--- config.mk ---
export PLATFORM = sky130hd
export DESIGN_NAME = instr_fetch
export DESIGN_NICKNAME = d
export VERILOG_FILES = /design/src/rtl/instr_fetch.sv
export SDC_FILE = /design/constraint.sdc
export NUM_CORES = 1
export LEC_CHECK = 0
export BUFFER_PORTS_ARGS = -buffer_cell sky130_fd_sc_hd__buf_2
export CAP_MARGIN = 15
export CELL_PAD_IN_SITES_DETAIL_PLACEMENT = 0
export CELL_PAD_IN_SITES_GLOBAL_PLACEMENT = 1
export CORE_AREA = 3 3 133 103
export DETAILED_ROUTE_END_ITERATION = 16
export DIE_AREA = 0 0 136 106
export PLACE_DENSITY = 0.87
export SLEW_MARGIN = 30
export SYNTH_ARGS = -nofsm -noshare
export SYNTH_HDL_FRONTEND = slang
export SYNTH_SLANG_ARGS = --single-unit
--- constraint.sdc ---
create_clock -name clk -period 2.6 [get_ports clk]
set_input_delay 0.26 -clock clk [delete_from_list [all_inputs] [get_ports clk]]
set_output_delay 0.26 -clock clk [all_outputs]
set_load 0.005 [all_outputs]
--- src/rtl/instr_fetch.sv ---
// Instruction fetch stage: issues one word read per PC value, holds the returned
// instruction for decode, and steers the PC hold/increment controls.
module instr_fetch #(
  parameter int          TIMEOUT     = 16,
  parameter logic [31:0] RESET_INSTR = 32'h0000_0013
) (
  input  logic        clk,
  input  logic        clr,
  input  logic [31:0] pc_val,
  input  logic        fetch_en,
  input  logic        flush,
  output logic [31:0] mem_addr,
  output logic        mem_read,
  input  logic        mem_ack,
  input  logic [31:0] mem_rdata,
  output logic [31:0] instr,
  output logic [31:0] instr_pc,
  output logic        instr_valid,
  input  logic        instr_ready,
  output logic        pc_hold,
  output logic        pc_inc,
  output logic        fault,
  output logic [1:0]  fault_code
);

  localparam int            CW       = $clog2(TIMEOUT);
  localparam logic [CW-1:0] CNT_LAST = CW'(TIMEOUT - 1);

  typedef enum logic [1:0] {
    S_IDLE  = 2'd0,
    S_REQ   = 2'd1,
    S_VALID = 2'd2,
    S_FAULT = 2'd3
  } state_t;

  state_t        state_reg, state_next;
  logic [31:0]   addr_reg, addr_next;
  logic [31:0]   instr_reg, instr_next;
  logic [31:0]   instr_pc_reg, instr_pc_next;
  logic [1:0]    code_reg, code_next;
  logic [CW-1:0] cnt_reg, cnt_next;
  logic          drop_reg, drop_next;

  always_ff @(posedge clk) begin
    if (clr) begin
      state_reg    <= S_IDLE;
      addr_reg     <= '0;
      instr_reg    <= RESET_INSTR;
      instr_pc_reg <= '0;
      code_reg     <= 2'd0;
      cnt_reg      <= '0;
      drop_reg     <= 1'b0;
    end else begin
      state_reg    <= state_next;
      addr_reg     <= addr_next;
      instr_reg    <= instr_next;
      instr_pc_reg <= instr_pc_next;
      code_reg     <= code_next;
      cnt_reg      <= cnt_next;
      drop_reg     <= drop_next;
    end
  end

  always_comb begin
    state_next    = state_reg;
    addr_next     = addr_reg;
    instr_next    = instr_reg;
    instr_pc_next = instr_pc_reg;
    code_next     = code_reg;
    cnt_next      = cnt_reg;
    drop_next     = drop_reg;

    case (state_reg)
      S_IDLE: begin
        if (fetch_en) begin
          if (pc_val[1:0] != 2'b00) begin
            state_next = S_FAULT;
            code_next  = 2'd1;
          end else if (!flush) begin
            addr_next  = pc_val;
            cnt_next   = '0;
            drop_next  = 1'b0;
            state_next = S_REQ;
          end
        end
      end

      S_REQ: begin
        if (mem_ack) begin
          if (drop_reg || flush) begin
            // A redirect arrived while this read was outstanding: swallow the data.
            drop_next  = 1'b0;
            state_next = S_IDLE;
          end else begin
            instr_next    = mem_rdata;
            instr_pc_next = addr_reg;
            state_next    = S_VALID;
          end
        end else begin
          if (flush) drop_next = 1'b1;
          if (cnt_reg == CNT_LAST) begin
            state_next = S_FAULT;
            code_next  = 2'd2;
          end else begin
            cnt_next = cnt_reg + CW'(1);
          end
        end
      end

      S_VALID: begin
        if (flush) begin
          instr_next = RESET_INSTR;
          state_next = S_IDLE;
        end else if (instr_ready) begin
          state_next = S_IDLE;
        end
      end

      default: begin
        // Fault is sticky; only clr leaves this state.
      end
    endcase
  end

  assign mem_addr    = addr_reg;
  assign mem_read    = (state_reg == S_REQ);
  assign instr       = instr_reg;
  assign instr_pc    = instr_pc_reg;
  assign instr_valid = (state_reg == S_VALID);
  assign fault       = (state_reg == S_FAULT);
  assign fault_code  = code_reg;
  assign pc_inc      = (state_reg == S_VALID) && instr_ready && !flush;
  assign pc_hold     = (state_reg == S_REQ) || ((state_reg == S_VALID) && !pc_inc) ||
                       (state_reg == S_FAULT);

endmodule

After elaboration in Yosys (flattened, before gate mapping) --
Index checks and enable logic that the tools add are counted.
Cells by class: multiplexer cells 31, bitwise logic cells 3, $add $sub $neg 1, equal/unequal tests 19, reduce and logical (&&, ||, !) cells 20
Operator list (number):
- 2-to-1 mux 32 bit | 3
- one-hot mux 32 bit (2 select lines) | 1
- 2-to-1 mux 2 bit | 12
- 2-to-1 mux 4 bit | 5
- inequality test 2 bit, second input constant | 8
- AND reduction 6 bit | 2
- AND reduction 5 bit | 2
- inequality test 3 x 2 -> 1 bit, second input constant | 3
- one-hot mux 4 bit (2 select lines) | 1
- AND reduction 4 bit | 2
- 2-to-1 mux 1 bit | 6
- one-hot mux 2 bit (3 select lines) | 1
- nonzero test 2 bit | 3
- adder 4 x 1 -> 4 bit, second input constant | 1
- equality test 2 bit, second input constant | 2
- equality test 4 bit, second input constant | 1
- inequality test 2 x 1 -> 1 bit, second input constant | 2
- one-hot mux 2 bit (2 select lines) | 1
- logical AND 1 bit | 3
- logical OR 1 bit | 3
- inequality test 3 x 1 -> 1 bit, second input constant | 1
- inequality test 3 bit, second input constant | 1
- NOT 1 bit | 3
- AND reduction 3 bit | 1
- 5 further kinds | 6
Storage, ports and cells: output and inout port bits 103, register bits 105

Longest topological paths before layout --
Gate-level depths: netlist of run 1.
depth in word-level cells 7, depth in mapped cells 8, mapped depth without buffers 6

Worst setup path after synthesis of run 1 --
Ideal clock, no wire load.
kind flip-flop to flip-flop, start register state_reg[0], end register instr_reg[11] (netlist: instr[11]), buffers on the path 2, arrival time 1.822 ns, library setup time 0.132 ns, stages on the path, launching flop included 9, slack 0.645 ns, cells stage by stage dfxtp_1 > inv_1 > ha_1 > buf_2 > nor2b_1 > or4_4 > buf_2 > nand3_1 > a21oi_1
Between the ends: longest elaborated chain between the ends 3, elaborated cells on any way between the ends 8, classes of those cells 5 x eq/ne; 1 x mux; 2 x reduce/logical
RTL lines:
- start, declared | line 36 | state_t state_reg, state_next;
- start signal, assigned | line 54 | state_reg <= state_next;
- equality test 2 bit (*)
- net instr_valid | line 18 | output logic instr_valid,
- inequality test 2 bit (no line) / nonzero test 2 bit (equally long branches)
- AND reduction 4 bit (no line)
- end signal, assigned | line 56 | instr_reg <= instr_next;
- end, declared | line 38 | logic [31:0] instr_reg, instr_next;
Mark *: on every way through the listed nets, which the timed path passes. The rest lies on a longest branch. A chain may end at the register's enable or synchronous reset.

Final worst setup path of run 1 --
start register state_reg[0], end output pc_hold
Between the ends: longest elaborated chain between the ends 7, elaborated cells on any way between the ends 9, classes of those cells 3 x eq/ne; 6 x reduce/logical
RTL lines:
- equality test 2 bit | line 132, 133
- logical AND 1 bit (2 in a row) | line 132 | assign pc_inc = (state_reg == S_VALID) && instr_ready && !flush;
- logical NOT 1 bit | line 133 | assign pc_hold = (state_reg == S_REQ) || ((state_reg == S_VALID) && !pc_inc) ||
- logical AND 1 bit | line 133
- logical OR 1 bit | line 133
- logical OR 1 bit (*) | line 133
- end, declared | line 20 | output logic pc_hold,
Mark *: on every way between the ends. The rest lies on a longest branch, timed or not.

==> results by group, run 1 <==
Clock tree
  – CTS tree: yes
  – Post-cts resize count: 0
  – Clock Sinks: about 110
  – Clock latency on the worst-skew pair: 0.33 ns
  – Clk buf depth: 2
  – Root Buffer: clkbuf_16
  – # hold bufs at CTS: 0
  – TritonCTS Buffers: 9
  – Clock Pin Slew Worst Setup and Hold Paths: around 0.070 ns
  – Postcts setup bufs: 0
  – H-tree depth: 3

GRT
  – M2 GR Usage: 0.2823
  – Global-route met1 utilization: 0.2105
  – Met3 usage: 0.04872
  – GR peak layer: met2
  – First-pass GRT wire length: 19,960 um
  – Grt ovf: 0
  – Antenna violations before repair: 0
  – Vias in the first global route: between 4,000 and 5,000
  – Largest net degree at the start of global routing: 56
  – Gr usage total: 0.1685

STA
  – Clock skew: roughly 0.0072 ns
  – Period minus WS final: 2.257 ns
  – Hold Violations, Final: 0
  – Max Freq: 443.1 MHz
  – RSZ-0062 raised after global routing: no
  – Slew Limit Headroom: 0.6035
  – Final period util: 0.8681
  – Max-slew violations: 0
  – Worst slew pin tran: a little under 0.6 ns
  – Final Setup Violations: 0
  – Setup TNS: 0 ns

Synth
  – Async SR Flop Fraction: 0
  – Gate Count Post-Synth: between 500 and 600
  – EDFF count, synth: 0
  – Most numerous cell in the Yosys netlist: nand2_1
  – Average cell area after synthesis: approximately 8.3 um^2
  – Count of cell types in the netlist: 42
  – Share of the synthesized area in the top cell type: 0.4957
  – Area leader, netlist: dfxtp_1
  – Synth warn: 0
  – Seq/Total Area, Yosys: 0.4957
  – Synth Register Bits: approximately 110
  – Mapped cell area: 4240 um^2
  – Top_reg_cell synth: dfxtp_1
  – Syn_nets: ~590
  – Post-synth top cells: 128 x nand2_1, 105 x dfxtp_1, 98 x a21oi_1
  – Top post-synthesis cells by area: dfxtp_1 50%, a21oi_1 12%, nand2_1 11%

Place
  – Port Buf Inserts: between 150 and 200
  – GPL Wtd Cong: approximately 0.80
  – Placed cell count: 812
  – DP HPWL: 8623 um
  – Post-place instance area: between 5000 and 6000 um^2

Routing
  – Wire per inst: 14.80 um
  – DRT iter0 DRCs: 237
  – DR DRC count: 0
  – Via density: 5.006
  – ANT nets after route: 0
  – Routed vias: 4,140
  – WL final: 12,240 um
  – Drt pass-1 iters: 4

Hold path
  – Hold crit path type: in -> reg

Die
  – Row cnt: 35
  – CORE AREA: 12,350 um^2
  – I/O pin count: ~170
  – Initial Utilization: 0.3434
  – Full die area: ~14,000 um^2
  – Chip height: between 100 and 150 um
  – Die X: 136 um

Finish
  – Non-filler cells in the finished layout: 827
  – Layout area overhead: 29.86%
  – Nets: 734
  – Register Area: approximately 2100 um^2
  – Antenna Cells: 0
  – Fillers: between 1,000 and 1,500
  – Fin area: around 5500 um^2
  – Footprint of the multi-input gates: 1939 um^2
  – Layout cells sized above 1: 0.3132
  – Final core utilization: 0.4459

Setup path
  – CP Data Required Time: between 2 and 2.5 ns
  – Type of origin of the critical path: register
  – Critical path fanouts, max: 10
  – WP data arrival: 2.00 ns
  – Critical Path Sink Type: primary output
  – Critical path class: reg -> out

Pwr
  – Peak supply drop: 337.6 uV
  – PD cells: a little under 900 nW/um^2
  – Pleak: 2.295 nW

Flow run
  – Max cap viols: 0

Status
  – Status: finished clean
[placed cells by master (no fill, tap or decap), types with 2 or more instances in the layout]
cell       instances
a211oi_1           2
a21oi_1           98
a31oi_1            2
buf_2            171
buf_4             11
bufinv_16          2
clkbuf_16          9
clkinv_2           2
dfxtp_1          105
ha_1               7
inv_1              3
mux2i_1            2
nand2_1          128
nand2b_1           5
nand3_1           33
nand3b_1           2
nand4_1            2
nand4b_1           2
nor2_1             7
nor2b_1            4
nor3_1             5
nor3b_1            4
nor4_1             3
nor4_4             2
o211ai_1          29
o21ai_0            2
[per-stage QoR]
step	power [mW]	hold slack, ns	setup WS, ns
after global routing	5.124	0.1464	0.2042
after floorplan	2.965	0.3960	0.6454
final	4.834	0.1624	0.3430
after CTS	4.886	0.1445	0.3233
after global placement	3.415	0.4394	0.4700
after detailed placement	3.463	0.4449	0.4002
[logic make-up (layout without fill, tap and decap cells)]
family / count (synthesis) / after routing / synth area share
muxes: 3 / 3 / 0.008261
DFF: 105 / 105 / 0.4957
and+or+nand+nor: 205 / 205 / 0.2246
adders and majority gates: 7 / 7 / 0.02065
buffers and inverters: 48 / 200 / 0.04898
AOI/OAI and AO/OA: 141 / 141 / 0.2018
[worst max-delay path: stages, from the launching register on]
cell     delay (ns)
dfxtp_1        0.35
inv_1          0.14
ha_1           0.41
nor2b_1        0.34
and2_1         0.20
o21ai_0        0.08
buf_2          0.15
[area by class of cell]
| cell class | instances | area share |
|---|---|---|
| timing repair buffer | 182 | 0.1704 |
| sequential | 105 | 0.3817 |
| tap | 166 | 0.03772 |
| clock buffer | 10 | 0.04158 |
| multi-input combinational | 356 | 0.3522 |
| inverter | 3 | 0.002045 |
| clock inverter | 5 | 0.01431 |
[where the power goes]
group,switching (mW),internal [mW],total [mW],leakage [nW]
logic,0.874,0.585,1.46,1.29
registers,0.134,1.83,1.96,0.851
clock network,0.571,0.839,1.41,0.153
[final timing paths]
check                                  from                        end  slack [ns]  depth (start not counted)
hold reg to reg    instr_pc[3]$_SDFFE_PP0P_   instr_pc[3]$_SDFFE_PP0P_        0.45                          2
hold / removal                   pc_val[16]  mem_addr[16]$_SDFFE_PP0P_        0.16                          3
setup / recovery  state_reg[0]$_SDFFE_PP0P_                    pc_hold        0.34                          6
setup reg to reg  state_reg[0]$_SDFFE_PP0P_      instr[4]$_SDFFE_PP1P_        0.39                          6
[metal layers]
metal	routed length, um	part of all wire	vias up
met5	0	0	-
met1	5266	0.43	1942
met3	821	0.067	15
li1	-	-	2052
met4	182	0.015	0
met2	5972	0.49	131
Note: power is estimated with default switching activity, not from simulation.
==> inputs of run 2 (changes only) <==
--- a/config.mk
+++ b/config.mk
@@ -9,10 +9,11 @@
 export CAP_MARGIN = 15
 export CELL_PAD_IN_SITES_DETAIL_PLACEMENT = 0
 export CELL_PAD_IN_SITES_GLOBAL_PLACEMENT = 1
-export CORE_AREA = 3 3 133 103
+export CORE_AREA = 3 3 132 102
+export CTS_BUF_LIST = sky130_fd_sc_hd__clkbuf_2 sky130_fd_sc_hd__clkbuf_4 sky130_fd_sc_hd__clkbuf_8
 export DETAILED_ROUTE_END_ITERATION = 16
-export DIE_AREA = 0 0 136 106
-export PLACE_DENSITY = 0.87
+export DIE_AREA = 0 0 135 105
+export PLACE_DENSITY = 0.89
 export SLEW_MARGIN = 30
 export SYNTH_ARGS = -nofsm -noshare
 export SYNTH_HDL_FRONTEND = slang
==> results by group, run 2 (synthesis gave the netlist of run 1 again) <==
Status
  – Status: finished clean

Routing
  – Highest Signal Layer: met4
  – WL met2: 5769 um (-3.4%)
  – DR WL met3: 877 um (+6.8%)
  – Drt pass-1 iters: 4 (unchanged)
  – DR DRC count: 0 (unchanged)
  – Wire per inst: 14.71 um (-0.64%)
  – Wl on met1: 5373 um (+2.0%)
  – WL final: 12,180 um (-0.52%)
  – ANT nets after route: 0 (unchanged)
  – Via density: 4.981 (-0.51%)
  – DRT iter0 DRCs: 191 (-19%)
  – Routed vias: 4,124 (-0.39%)

STA
  – RSZ-0062 raised after global routing: no
  – Slew Limit Headroom: 0.5566 (-0.04693)
  – Clock skew: 0.01353 ns (+0.006351 ns)
  – Max Freq: 423.7 MHz (-4.4%)
  – Hold Violations, Final: 0 (unchanged)
  – Max-slew violations: 0 (unchanged)
  – Worst slew pin tran: 0.6652 ns (+0.07039 ns)
  – Final Setup Violations: 0 (unchanged)
  – Period minus WS final: 2.360 ns (+0.1033 ns)
  – Setup TNS: 0 ns (unchanged)
  – Final period util: 0.9078 (+0.03971)

Hold path
  – Hold crit path type: in -> reg
  – Hold_sp: pc_val[30]

GRT
  – Grt ovf: 0 (unchanged)
  – First-pass GRT wire length: 19,420 um (-2.7%)
  – Gr usage total: 0.1664 (-0.002114)
  – Vias in the first global route: 3,935 (-2.7%)
  – Largest net degree at the start of global routing: 64 (+14%)
  – Antenna violations before repair: 0 (unchanged)

Clock tree
  – Clk buf depth: 2 (unchanged)
  – # hold bufs at CTS: 0 (unchanged)
  – Root Buffer: clkbuf_8
  – Clock latency on the worst-skew pair: 0.36 ns (+0.03 ns)
  – Clock Pin Slew Worst Setup and Hold Paths: 0.10 ns (+0.03 ns)
  – CTS tree: yes
  – H-tree depth: 3 (unchanged)
  – TritonCTS Buffers: 9 (unchanged)
  – Clock Sinks: 105 (unchanged)
  – Postcts setup bufs: 0 (unchanged)
  – Post-cts resize count: 0 (unchanged)

Pwr
  – Pleak: 2.265 nW (-1.3%)
  – Peak supply drop: 338.7 uV (+0.34%)
  – Combinational power share: 0.321 (+0.019)
  – Internal: 3.015 mW (-7.4%)
  – Psw: 1.552 mW (-1.7%)
  – Clk pwr share: 0.247 (-0.045)
  – Sequential power share: 0.431 (+0.025)
  – Sw Share: 0.3398 (+0.01319)
  – PD cells: 839.9 nW/um^2 (-4.3%)

Die
  – I/O pin count: 173 (unchanged)
  – CORE AREA: 12,220 um^2 (-1.1%)
  – Initial Utilization: 0.3471 (+0.003692)
  – Chip height: 105 um (-0.94%)
  – Full die area: 14,180 um^2 (-1.7%)
  – Row cnt: 35 (unchanged)
  – Die X: 135 um (-0.74%)

Setup path
  – CP Data Required Time: 2.34 ns (about the same)
  – Critical path fanouts, max: 10 (unchanged)
  – WP data arrival: 2.10 ns (+0.10 ns)
  – Cells along the critical path: inv_1 > ha_1 > nor2b_1 > and2_1 > o21ai_0 > buf_2
  – Largest stage delay on the critical path: 0.41 ns (about the same)
  – Worst R2R Setup Slack: 0.37 ns (-0.02 ns)
  – Critical Path Sink Type: primary output
  – Type of origin of the critical path: register
  – RR Startpoint: state_reg[0]$_SDFFE_PP0P_
  – Crit path from: state_reg[0]$_SDFFE_PP0P_
  – Slowest cell on crit path: ha_1
  – Critical path class: reg -> out

Flow run
  – Max cap viols: 0 (unchanged)

Finish
  – Antenna Cells: 0 (unchanged)
  – Commonest non-fill, non-tap cells in the layout: 171 x buf_2, 128 x nand2_1, 105 x dfxtp_1
  – Nets: 734 (unchanged)
  – Footprint of the multi-input gates: 1939 um^2 (unchanged)
  – Layout cells sized above 1: 0.3157 (+0.002548)
  – Layout area overhead: 28.24%
  – Non-filler cells in the finished layout: 828 (+0.12%)
  – Leading cell type in the layout, fill and taps excluded: buf_2
  – Register Area: 2102 um^2 (unchanged)
  – Fillers: 1,220 (-6.3%)

Place
  – GPL Wtd Cong: 0.8271 (+3.2%)
  – Placed cell count: 812 (unchanged)
  – Port Buf Inserts: 172 (unchanged)
  – DP HPWL: 8434 um (-2.2%)
==> run 2: power groups by stage <==
stage	Clock, mW	Sequential (mW)	Combinational (mW)
finish	1.13	1.97	1.47
global route	1.24	1.99	1.62
CTS	1.17	1.96	1.48
detailed placement	0	2.00	1.47
global placement	0	1.99	1.42
floorplan	0	2.00	0.966
==> run 2: cell type report <==
cell class	instances	area share
Timing Repair Buffer	182	0.1749
Clock inverter	4	0.01358
Inverter	3	0.002071
Tap cell	166	0.03820
Clock buffer	12	0.02807
Multi-Input combinational cell	356	0.3566
Sequential cell	105	0.3866
==> run 2: layer usage <==
metal | vias to the layer above | track usage
met5 | - | 0
met4 | 0 | 0.04748
met3 | 16 | 0.05727
met2 | 138 | 0.2662
met1 | 1912 | 0.2131
li1 | 2058 | -
==> run 2: worst paths after layout <==
path / to / cells after the start
min: mem_addr[30]$_SDFFE_PP0P_ / 3
min reg2reg: instr_pc[5]$_SDFFE_PP0P_ / 2
max reg2reg: instr[24]$_SDFFE_PP0P_ / 6
max: pc_hold / 6
==> run 2: worst max-delay path, delay by kind of cell (launching register included) <==
| kind | cells | cell delay [ns] |
|---|---|---|
| simple gates | 2 | 0.59 |
| compound gates | 1 | 0.10 |
| fa+ha+maj | 1 | 0.41 |
| flops | 1 | 0.36 |
| buf+inv | 2 | 0.29 |
==> run 2: per-stage QoR <==
step	hold slack, ns	instance area [um^2]	total power [mW]	util	setup WS, ns
final	0.1311	5438	4.567	0.4451	0.2397
after global routing	0.09513	5438	4.858	0.4451	0.01745
after CTS	0.09795	5438	4.613	0.4451	0.2138
after detailed placement	0.4441	5211	3.471	0.4265	0.4020
after global placement	0.4386	5211	3.419	0.4265	0.5116
after floorplan	0.3960	4240	2.965	-	0.6454
